--- src/rtl/fpu_add_arb.sv ---
// Round-robin arbiter that shares one multi-cycle FP adder among NUM_REQ requesters.
// The winner's operands stay latched from ISSUE through DONE, and every operation has a watchdog.
module fpu_add_arb #(
    parameter  int NUM_REQ = 2,
    parameter  int TAG_W   = 4,
    parameter  int TIMEOUT = 63,
    localparam int IDW     = $clog2(NUM_REQ)
) (
    input  logic                     clk,
    input  logic                     rst_n,
    input  logic [NUM_REQ-1:0]       req_valid,
    output logic [NUM_REQ-1:0]       req_ready,
    input  logic [32*NUM_REQ-1:0]    req_opa,
    input  logic [32*NUM_REQ-1:0]    req_opb,
    input  logic [NUM_REQ-1:0]       req_fsub,
    input  logic [TAG_W*NUM_REQ-1:0] req_tag,
    output logic [31:0]              fpu_opa,
    output logic [31:0]              fpu_opb,
    output logic                     fpu_fsub,
    output logic                     fpu_new,
    input  logic                     fpu_busy,
    input  logic [34:0]              fpu_out,
    output logic                     res_valid,
    input  logic                     res_ready,
    output logic [34:0]              res_data,
    output logic [IDW-1:0]           res_id,
    output logic [TAG_W-1:0]         res_tag,
    output logic                     res_err
);

    typedef enum logic [1:0] {IDLE, ISSUE, WAIT, DONE} state_e;

    state_e             state_q;
    logic [IDW-1:0]     ptr_q;
    logic [IDW-1:0]     ptr_d;
    logic [IDW-1:0]     win_idx;
    logic               win_found;
    logic               hs;
    logic [7:0]         wd_q;
    logic [31:0]        opa_q;
    logic [31:0]        opb_q;
    logic               fsub_q;
    logic               new_q;
    logic [TAG_W-1:0]   tag_q;
    logic [IDW-1:0]     id_q;
    logic               valid_q;
    logic               err_q;
    logic [34:0]        data_q;

    // (base + off) mod NUM_REQ; both operands are already below NUM_REQ.
    function automatic logic [IDW-1:0] wrap_add(input logic [IDW-1:0] base, input int unsigned off);
        int unsigned s;
        s = 32'(base) + off;
        if (s >= 32'(NUM_REQ)) s = s - 32'(NUM_REQ);
        return s[IDW-1:0];
    endfunction

    // First valid requester at or after the pointer, with wrap-around.
    always_comb begin
        win_found = 1'b0;
        win_idx   = '0;
        for (int k = 0; k < NUM_REQ; k++) begin
            if (!win_found && req_valid[wrap_add(ptr_q, k)]) begin
                win_found = 1'b1;
                win_idx   = wrap_add(ptr_q, k);
            end
        end
    end

    assign hs    = (state_q == IDLE) && win_found && rst_n;
    assign ptr_d = wrap_add(win_idx, 1);

    always_comb begin
        req_ready = '0;
        if (hs) req_ready[win_idx] = 1'b1;
    end

    always_ff @(posedge clk) begin
        if (!rst_n) begin
            state_q <= IDLE;
            ptr_q   <= '0;
            wd_q    <= '0;
            opa_q   <= '0;
            opb_q   <= '0;
            fsub_q  <= 1'b0;
            new_q   <= 1'b0;
            tag_q   <= '0;
            id_q    <= '0;
            valid_q <= 1'b0;
            err_q   <= 1'b0;
            data_q  <= '0;
        end else begin
            case (state_q)
                IDLE: begin
                    if (hs) begin
                        opa_q   <= req_opa[32*win_idx +: 32];
                        opb_q   <= req_opb[32*win_idx +: 32];
                        fsub_q  <= req_fsub[win_idx];
                        tag_q   <= req_tag[TAG_W*win_idx +: TAG_W];
                        id_q    <= win_idx;
                        ptr_q   <= ptr_d;
                        new_q   <= 1'b1;
                        state_q <= ISSUE;
                    end
                end
                ISSUE: begin
                    new_q   <= 1'b0;
                    wd_q    <= '0;
                    state_q <= WAIT;
                end
                WAIT: begin
                    if (!fpu_busy) begin
                        data_q  <= fpu_out;
                        err_q   <= 1'b0;
                        valid_q <= 1'b1;
                        state_q <= DONE;
                    end else if (wd_q == 8'(TIMEOUT - 1)) begin
                        // Adder never finished: report an error with a zeroed result.
                        data_q  <= '0;
                        err_q   <= 1'b1;
                        valid_q <= 1'b1;
                        state_q <= DONE;
                    end else begin
                        wd_q <= wd_q + 8'd1;
                    end
                end
                DONE: begin
                    if (res_ready) begin
                        valid_q <= 1'b0;
                        state_q <= IDLE;
                    end
                end
                default: state_q <= IDLE;
            endcase
        end
    end

    assign fpu_opa   = opa_q;
    assign fpu_opb   = opb_q;
    assign fpu_fsub  = fsub_q;
    assign fpu_new   = new_q;
    assign res_valid = valid_q;
    assign res_data  = data_q;
    assign res_id    = id_q;
    assign res_tag   = tag_q;
    assign res_err   = err_q;

endmodule

--- config.mk ---
export PLATFORM = sky130hd
export DESIGN_NAME = fpu_add_arb
export DESIGN_NICKNAME = d
export VERILOG_FILES = /design/src/rtl/fpu_add_arb.sv
export SDC_FILE = /design/constraint.sdc
export NUM_CORES = 1
export LEC_CHECK = 0
export ABC_AREA = 1
export CORE_MARGIN = 5
export CORE_UTILIZATION = 41
export CTS_BUF_LIST = sky130_fd_sc_hd__clkbuf_4 sky130_fd_sc_hd__clkbuf_8 sky130_fd_sc_hd__clkbuf_16
export DETAILED_ROUTE_END_ITERATION = 6
export HOLD_SLACK_MARGIN = 0.12
export PLACE_DENSITY = 0.95
export SYNTH_ARGS = -nofsm -noshare
export SYNTH_HDL_FRONTEND = slang
export SYNTH_SLANG_ARGS = --single-unit
--- constraint.sdc ---
create_clock -name clk -period 4.25 [get_ports clk]
set_input_delay 0.85 -clock clk [delete_from_list [all_inputs] [get_ports clk]]
set_output_delay 0.85 -clock clk [all_outputs]
set_load 0.005 [all_outputs]
Yosys cells after proc, flatten, opt, wreduce, memory -nomap -nowiden
Index checks and enable logic that the tools add are counted.
{ "word_totals": {"mem_bits_rw": 0, "word_cells": 86, "rom_bits": 0, "memories": 0, "regBits": 119, "latch_bits": 0, "input_bits": 179} }
{ "classes": {"order_cmp": 7, "div_mod_pow": 0, "n_shift": 3, "add_sub_neg": 6, "multipliers": 0, "mux": 33, "bitwise_logic": 0, "n_reduce_logical": 15, "n_eq_ne": 10} }
{ "ops": {"columns": ["op", "count"], "rows": [
  ["variable part select 64 x 7 -> 32 bit", 2],
  ["two-way mux 35 bit", 2],
  ["two-way mux 1 bit", 19],
  ["two-way mux 8 bit", 2],
  ["case mux 8 bit (2 select lines)", 1],
  ["two-way mux 2 bit", 5],
  ["AND reduction 3 bit", 3],
  ["adder 8 x 1 -> 8 bit, second input constant", 1],
  ["== test 8 x 6 -> 1 bit, second input constant", 1],
  ["inequality test 2 bit, second input constant", 4],
  ["case mux 2 bit (4 select lines)", 1],
  ["variable part select 8 x 4 -> 4 bit", 1],
  ["less-than comparator 1 x 2 -> 1 bit, second input constant", 3],
  ["AND reduction 2 bit", 3],
  ["nonzero test 2 bit", 3],
  ["adder 1 x 1 -> 2 bit, second input constant", 2],
  ["== test 2 bit, second input constant", 2],
  [">= comparator 2 bit, second input constant", 2],
  ["logical AND 1 bit", 4],
  ["case mux 1 bit (2 select lines)", 2],
  ["inequality test 3 bit, second input constant", 1],
  ["subtractor 1 bit, second input constant", 3],
  ["== test 2 x 1 -> 1 bit, second input constant", 1],
  [">= comparator 1 x 2 -> 1 bit, second input constant", 1],
  ["5 further kinds", 5]
]} }

Longest topological paths before layout
Gate-level depths: netlist of the first run.
{ "depth": {"depth_word": 13, "depth_mapped": 10, "ltp_nobuf": 10} }

Worst setup path before layout of the first run
OpenSTA, ideal clock, no wires.
{ "synth_path": {"kind": "input to output", "start": "in req_valid[0]", "end": "out req_ready[1]", "stages": 5, "slack_ns": 1.933, "t_required_ns": 3.400, "arrival_ns": 1.467, "path_cell_list": "inv_1 -> nand2_1 -> nand3_4 -> nor2_4 -> buf_6"} }
{ "synth_via": {"elab_chain_len": 11, "elab_cells_between_ends": 18} }
{ "synth_lines": {"columns": ["element", "line", "rtl"], "rows": [
  ["from (decl)", "11", "input logic [NUM_REQ-1:0] req_valid,"],
  ["two-way mux 1 bit (implied by the code) (2 in a row)", "63", "if (!win_found && req_valid[wrap_add(ptr_q, k)]) begin"],
  ["two-way mux 1 bit", "63", null],
  ["zero test 1 bit", "63", null],
  ["logical AND 1 bit", "63", null],
  ["two-way mux 1 bit", "63", null],
  ["less-than comparator 1 x 2 -> 1 bit (implied by the code) or >= comparator 1 bit (tied branches)", "75", "if (hs) req_ready[win_idx] = 1'b1;"],
  ["logical AND 1 bit (implied by the code)", "75", null],
  ["two-way mux 1 bit (implied by the code)", "75", null],
  ["demux 1 bit (select 1 bit)", "75", null],
  ["two-way mux 2 bit (*)", "75", null],
  ["to (decl)", "12", "output logic [NUM_REQ-1:0] req_ready,"]
]} }
Mark *: on every way between the ends. The rest lies on a longest branch, timed or not. The select of a mux whose other input is x is not followed.

Worst setup path in the final report of the first run
{ "layout_path": {"start": "in rst_n", "end": "out req_ready[1]"} }
{ "layout_via": {"elab_chain_len": 2} }
{ "layout_lines": {"columns": ["element", "line", "rtl"], "rows": [
  ["from (decl)", "10", "input logic rst_n,"],
  ["logical AND 1 bit", "70", "assign hs = (state_q == IDLE) && win_found && rst_n;"],
  ["two-way mux 2 bit", "75", null]
]} }
No other way between the ends.

==> results.toml, run 1 <==
[place]
portBuffers = 288
place.gp.congestion = 0.868
place_ws_ns = 0.803
hpwl_um = 12700

[yosys]
async_reset_ff_frac = 0
synth_cell_types = 27
netlist_area_um2 = 4900
syn_nets = 844
yosysSeqAreaShare = 0.486
synth-edff-count = 0
syn-instance-count = 658
ys.flop_type = "dfxtp_1"
yosys_warnings = 0
synth_seq_cells = 119
avgSynthCellArea_um2 = 7.45

[floorplan]
dieArea_um2 = 14200
die_w_um = 119
core_um2 = 11900
die_h_um = 119
start_util = 0.413
row_count = 40
io_pins = 289

[power]
leakage_uw = 0.00295
p_switching_uw = 1150
p_per_area_nw_per_um2 = 474
seqPwrFrac = 0.345
pwr-share-clk = 0.370
p_int_uw = 2810
peakVddDrop_v = 0.000224
p_comb_frac = 0.285
sw_frac_of_total = 0.291

[drt]
drt_iter0_drc = 279
firstDrtPassIters = 4
drc_errors = 0
antenna_left = 0
totalWireLength_um = 17500
vias = 5479
vias_per_cell = 5.03
wl_per_cell_um = 16.1

[global_routing]
grt.busiest_layer = "met2"
grt_overflow = 0
antenna_found_initial = 1
grt.total_usage = 0.232
grt_max_degree = 72
grt_use_met1 = 0.240
grtUsageMet3 = 0.0921
grt_first_pass_wirelength_um = 26400
grt_pass1_vias = 5317
use_met2 = 0.416

[final_layout]
fillers = 861
finalNetCount = 1115
syn_to_final_growth_pct = 70.5
drive_gt1_frac = 0.0478

[clock_tree]
cts_tree = "done"
cts_buffers = 17
insertion_delay_ns = 0.40
cts_setup_buffers = 0
cts_root_buf = "clkbuf_16"
cts_htree_levels = 4
cts_sinks = 119
cts-resized-gates = 0
clkTransAtPathRegs_ns = 0.05
postCtsHoldBufs = 0
cts_buffer_depth = 2

[worst_setup_path]
end_kind = "output port"
cp.required_ns = 3.40
critPathLaunchType = "input pin"
arrival_ns = 2.59
cp-startpoint = "rst_n"
critPathKind = "input pin to output port"
path_max_fanout = 30
rr_startpoint = "state_q[0]"

[timing]
fin_crit_ns = 3.44
maxSlewViolCount = 0
worst_clock_skew_ns = 0.0116
tightest_slew_ns = 0.772
relSlewSlack = 0.484
max_freq_mhz = 290
setup_ws_ns = 0.807
rsz0062_at_grt = "no"
period_share = 0.810
fin_tns_setup_ns = 0
final-hold-violation-count = 0
finalSetupViolCount = 0

[hold_path]
hp-class = "flip-flop to flip-flop"
min_from = "res_valid"

[outcome]
outcome = "complete, no violations"

[job]
drv_cap = 0
[power by group through the flow]
stage	Sequential, µW	Clock, µW	Combinational (µW)
2_1_floorplan	1390	0	560
3_3_place_gp	1380	0	1110
3_5_place_dp	1380	0	1130
4_1_cts	1370	1480	1140
5_1_grt	1390	1530	1230
6_report	1370	1460	1130
[cells in the final DEF, fill, tap and decap left out, types with 3 or more instances in the layout]
master | Yosys | layout
a21oi_1 | 49 | 49
a31oi_1 | 69 | 69
buf_4 | 1 | 5
bufinv_16 | 0 | 3
clkbuf_16 | 0 | 17
clkbuf_4 | 0 | 3
clkdlybuf4s50_1 | 0 | 288
clkinv_2 | 0 | 5
dfxtp_1 | 119 | 119
ha_1 | 7 | 7
inv_1 | 15 | 15
nand2_1 | 309 | 309
nand3_1 | 14 | 14
nor2_1 | 16 | 16
nor2_4 | 3 | 3
[per-layer routing]
layer,wire [µm],part of all wire,vias to the layer above
met3,1710,0.098,30
met1,6450,0.37,2519
li1,-,-,2695
met2,8890,0.51,235
met4,459,0.026,0
met5,0,0,-
[area by class of cell]
cell class | count | area (µm²) | area share
Inverter | 17 | 65.1 | 0.00779
Clock inverter | 9 | 125 | 0.0150
Tap cell | 147 | 184 | 0.0220
Sequential cell | 119 | 2380 | 0.285
Timing Repair Buffer | 293 | 2920 | 0.350
Clock buffer | 22 | 475 | 0.0569
Antenna cell | 1 | 2.50 | 0.000300
Multi-Input combinational cell | 481 | 2200 | 0.263
[state kept, by name, indices dropped and copies added (netlist names), 2 cells and up]
name,flops
res_data,35
fpu_opa,32
fpu_opb,32
wd_q,8
res_tag,4
state_q,2
[worst max-delay path, cell delays in order]
cell and delay, ns:
clkdlybuf4s50_1 0.63, nand3_4 0.38, nor2_4 0.20, clkdlybuf4s50_1 0.52
[cells in the mapped netlist, types with 2 or more instances]
cell type | instances | area [µm²]
nor2_4 | 3 | 33.8
inv_1 | 15 | 56.3
dfxtp_1 | 119 | 2380
nand3_1 | 14 | 70.1
ha_1 | 7 | 87.6
buf_6 | 10 | 113
inv_2 | 2 | 7.51
a21oi_1 | 49 | 245
clkbuf_1 | 12 | 45.0
nand2_1 | 309 | 1160
o21ai_0 | 2 | 10.0
buf_2 | 18 | 90.1
a31oi_1 | 69 | 432
nor2_1 | 16 | 60.1
[per-stage QoR]
stage | cells | hold WS [ns] | cell area (µm²) | total power [µW] | utilization
after floorplan | 658 | 0.450 | 4900 | 1950 | -
after global placement | 1057 | 0.447 | 7750 | 2490 | 0.653
after detailed placement | 1057 | 0.452 | 7750 | 2510 | 0.653
after CTS | 1088 | 0.459 | 8350 | 3990 | 0.704
after global routing | 1089 | 0.471 | 8350 | 4150 | 0.704
final | 1089 | 0.456 | 8350 | 3960 | 0.704
[cell families (layout without fill, tap and decap cells)]
| kind of cell | after synthesis | count (layout) | share of synthesized area |
|---|---|---|---|
| xor gates and xnor gates | 2 | 2 | 0.00357 |
| buffers and inverters | 58 | 341 | 0.0651 |
| and+or+nand+nor | 349 | 349 | 0.282 |
| DFF | 119 | 119 | 0.486 |
| AOI/OAI and AO/OA | 123 | 123 | 0.145 |
| other | 0 | 1 | 0 |
| adders and majority gates | 7 | 7 | 0.0179 |
[final timing paths]
check	endpoint	slack (ns)	cells past startpoint
worst max-delay path	req_ready[1]	0.81	4
worst min-delay path	res_valid	0.46	2
worst max register to register	fpu_opb[3]	1.91	7
worst min register to register	res_valid	0.46	2
No activity file was read; power rests on OpenSTA's default activity.
==> run 2: changes to the inputs <==
--- a/config.mk
+++ b/config.mk
@@ -7,11 +7,11 @@
 export LEC_CHECK = 0
 export ABC_AREA = 1
 export CORE_MARGIN = 5
-export CORE_UTILIZATION = 41
+export CORE_UTILIZATION = 38
 export CTS_BUF_LIST = sky130_fd_sc_hd__clkbuf_4 sky130_fd_sc_hd__clkbuf_8 sky130_fd_sc_hd__clkbuf_16
 export DETAILED_ROUTE_END_ITERATION = 6
 export HOLD_SLACK_MARGIN = 0.12
-export PLACE_DENSITY = 0.95
+export PLACE_DENSITY = 0.9
 export SYNTH_ARGS = -nofsm -noshare
 export SYNTH_HDL_FRONTEND = slang
 export SYNTH_SLANG_ARGS = --single-unit
==> constraint.sdc (replaced) <==
create_clock -name clk -period 3.6 [get_ports clk]
set_input_delay 0.72 -clock clk [delete_from_list [all_inputs] [get_ports clk]]
set_output_delay 0.72 -clock clk [all_outputs]
set_load 0.005 [all_outputs]
==> run 2 against run 1 <==
Register-to-register slack worse by 0.35 ns. Worst setup slack worse by 0.11 ns. Worst hold slack better by 0.0036 ns.
==> results.toml, run 2 (synthesized netlist as in run 1, its figures left out) <==
[timing]
final-hold-violation-count = 0
tightest_slew_ns = 0.776
fin_tns_setup_ns = 0
finalSetupViolCount = 0
period_share = 0.806
max_freq_mhz = 345
maxSlewViolCount = 0
worst_clock_skew_ns = 0.00686
rsz0062_at_grt = "no"
relSlewSlack = 0.481
fin_crit_ns = 2.90

[floorplan]
die_w_um = 124
dieArea_um2 = 15300
io_pins = 289
start_util = 0.388
row_count = 41
core_um2 = 12600
die_h_um = 124

[power]
p_comb_frac = 0.275
peakVddDrop_v = 0.000318
p_int_uw = 3490
sw_frac_of_total = 0.278
leakage_uw = 0.00298
p_per_area_nw_per_um2 = 572
pwr-share-clk = 0.391
p_switching_uw = 1340
seqPwrFrac = 0.334

[final_layout]
syn_to_final_growth_pct = 72.5
mostFrequentLayoutCells = "nand2_1, clkdlybuf4s50_1, dfxtp_1, a31oi_1, a21oi_1"
finalNetCount = 1116
largest_register_ffs = 35
diodes = 0
drive_gt1_frac = 0.0488
fin_util = 0.670
final_common_cell = "nand2_1"

[global_routing]
grt_overflow = 0
grt.total_usage = 0.219
grt_first_pass_wirelength_um = 25900
grt_pass1_vias = 5326
grt_max_degree = 72
antenna_found_initial = 0

[clock_tree]
cts-resized-gates = 0
insertion_delay_ns = 0.41
postCtsHoldBufs = 0
cts_htree_levels = 4
clkTransAtPathRegs_ns = 0.05
cts_tree = "done"
cts_sinks = 119
cts_setup_buffers = 0
cts_root_buf = "clkbuf_16"
cts_buffers = 17
cts_buffer_depth = 2

[drt]
totalWireLength_um = 17000
drt_iter0_drc = 260
vias = 5418
firstDrtPassIters = 5
antenna_left = 0
drc_errors = 0
vias_per_cell = 4.86
wl_per_cell_um = 15.3

[job]
drv_cap = 0

[place]
portBuffers = 288
hpwl_um = 12300
place.gp.congestion = 0.833

[worst_setup_path]
cp.required_ns = 2.88
path_max_fanout = 6
critPathKind = "input pin to output port"
critPathLaunchType = "input pin"
rr_worst_depth = 7
end_kind = "output port"
slowest_delay_ns = 0.63
path_cells = "clkdlybuf4s50_1 > nand3_4 > nor2_4 > clkdlybuf4s50_1"
crit_path_frequent_cell = "clkdlybuf4s50_1"
crit_path_top_delay_cell = "clkdlybuf4s50_1"
arrival_ns = 2.18

[hold_path]
hold_depth = 2
hp-class = "flip-flop to flip-flop"

[outcome]
outcome = "complete, no violations"
[run 2: cell count changes in the layout (fill, tap and decap cells not counted)]
cell        delta
bufinv_16      +2
clkbuf_8       +2
buf_4          +1
clkinv_2       -2
diode_2        -1
clkinvlp_4     -1
clkbuf_4       -1
[run 2: per-stage QoR]
stage          hold slack [ns]  area (µm²)  cells  setup WS, ns  total power [µW]
2_1_floorplan            0.450        4900    658          1.54              2300
3_3_place_gp             0.448        7790   1083         0.670              2950
3_5_place_dp             0.451        7790   1083         0.678              2970
4_1_cts                  0.460        8450   1114         0.665              4880
5_1_grt                  0.480        8450   1114         0.602              5080
6_report                 0.460        8450   1114         0.699              4830
[run 2: path summary, 6_finish.rpt]
path                start      endpoint  slack [ns]
max                 rst_n  req_ready[0]        0.70
min          res_data[27]  res_data[27]        0.46
max reg2reg    state_q[1]    res_tag[3]        1.56
min reg2reg  res_data[27]  res_data[27]        0.46
[run 2: layout make-up]
class                      instances  area [µm²]
clock buffer                      23         495
clock inverter                     8         168
fill                            1014        4170
inverter                          17        65.1
multi-input combinational        481        2200
sequential                       119        2380
tap                              172         215
timing repair buffer             294        2930
[run 2: power groups by stage]
| stage | clock, µW | combinational (µW) | sequential [µW] |
|---|---|---|---|
| floorplan | 0 | 661 | 1640 |
| global placement | 0 | 1320 | 1630 |
| detailed placement | 0 | 1340 | 1630 |
| CTS | 1920 | 1350 | 1610 |
| global route | 1970 | 1470 | 1630 |
| finish | 1890 | 1330 | 1610 |
[run 2: worst max-delay path: cells and delay by family]
family,cells,cell delay (ns)
simple gates,2,0.31
buf+inv,2,1.15
[run 2: layer usage]
| layer | share of wire | routed length, µm | GRT usage | up-vias |
|---|---|---|---|---|
| met5 | 0 | 0 | 0 | - |
| met4 | 0.031 | 527 | 0.0955 | 0 |
| met3 | 0.12 | 2100 | 0.104 | 40 |
| met2 | 0.48 | 8100 | 0.368 | 247 |
| met1 | 0.37 | 6300 | 0.234 | 2436 |
| li1 | - | - | - | 2695 |
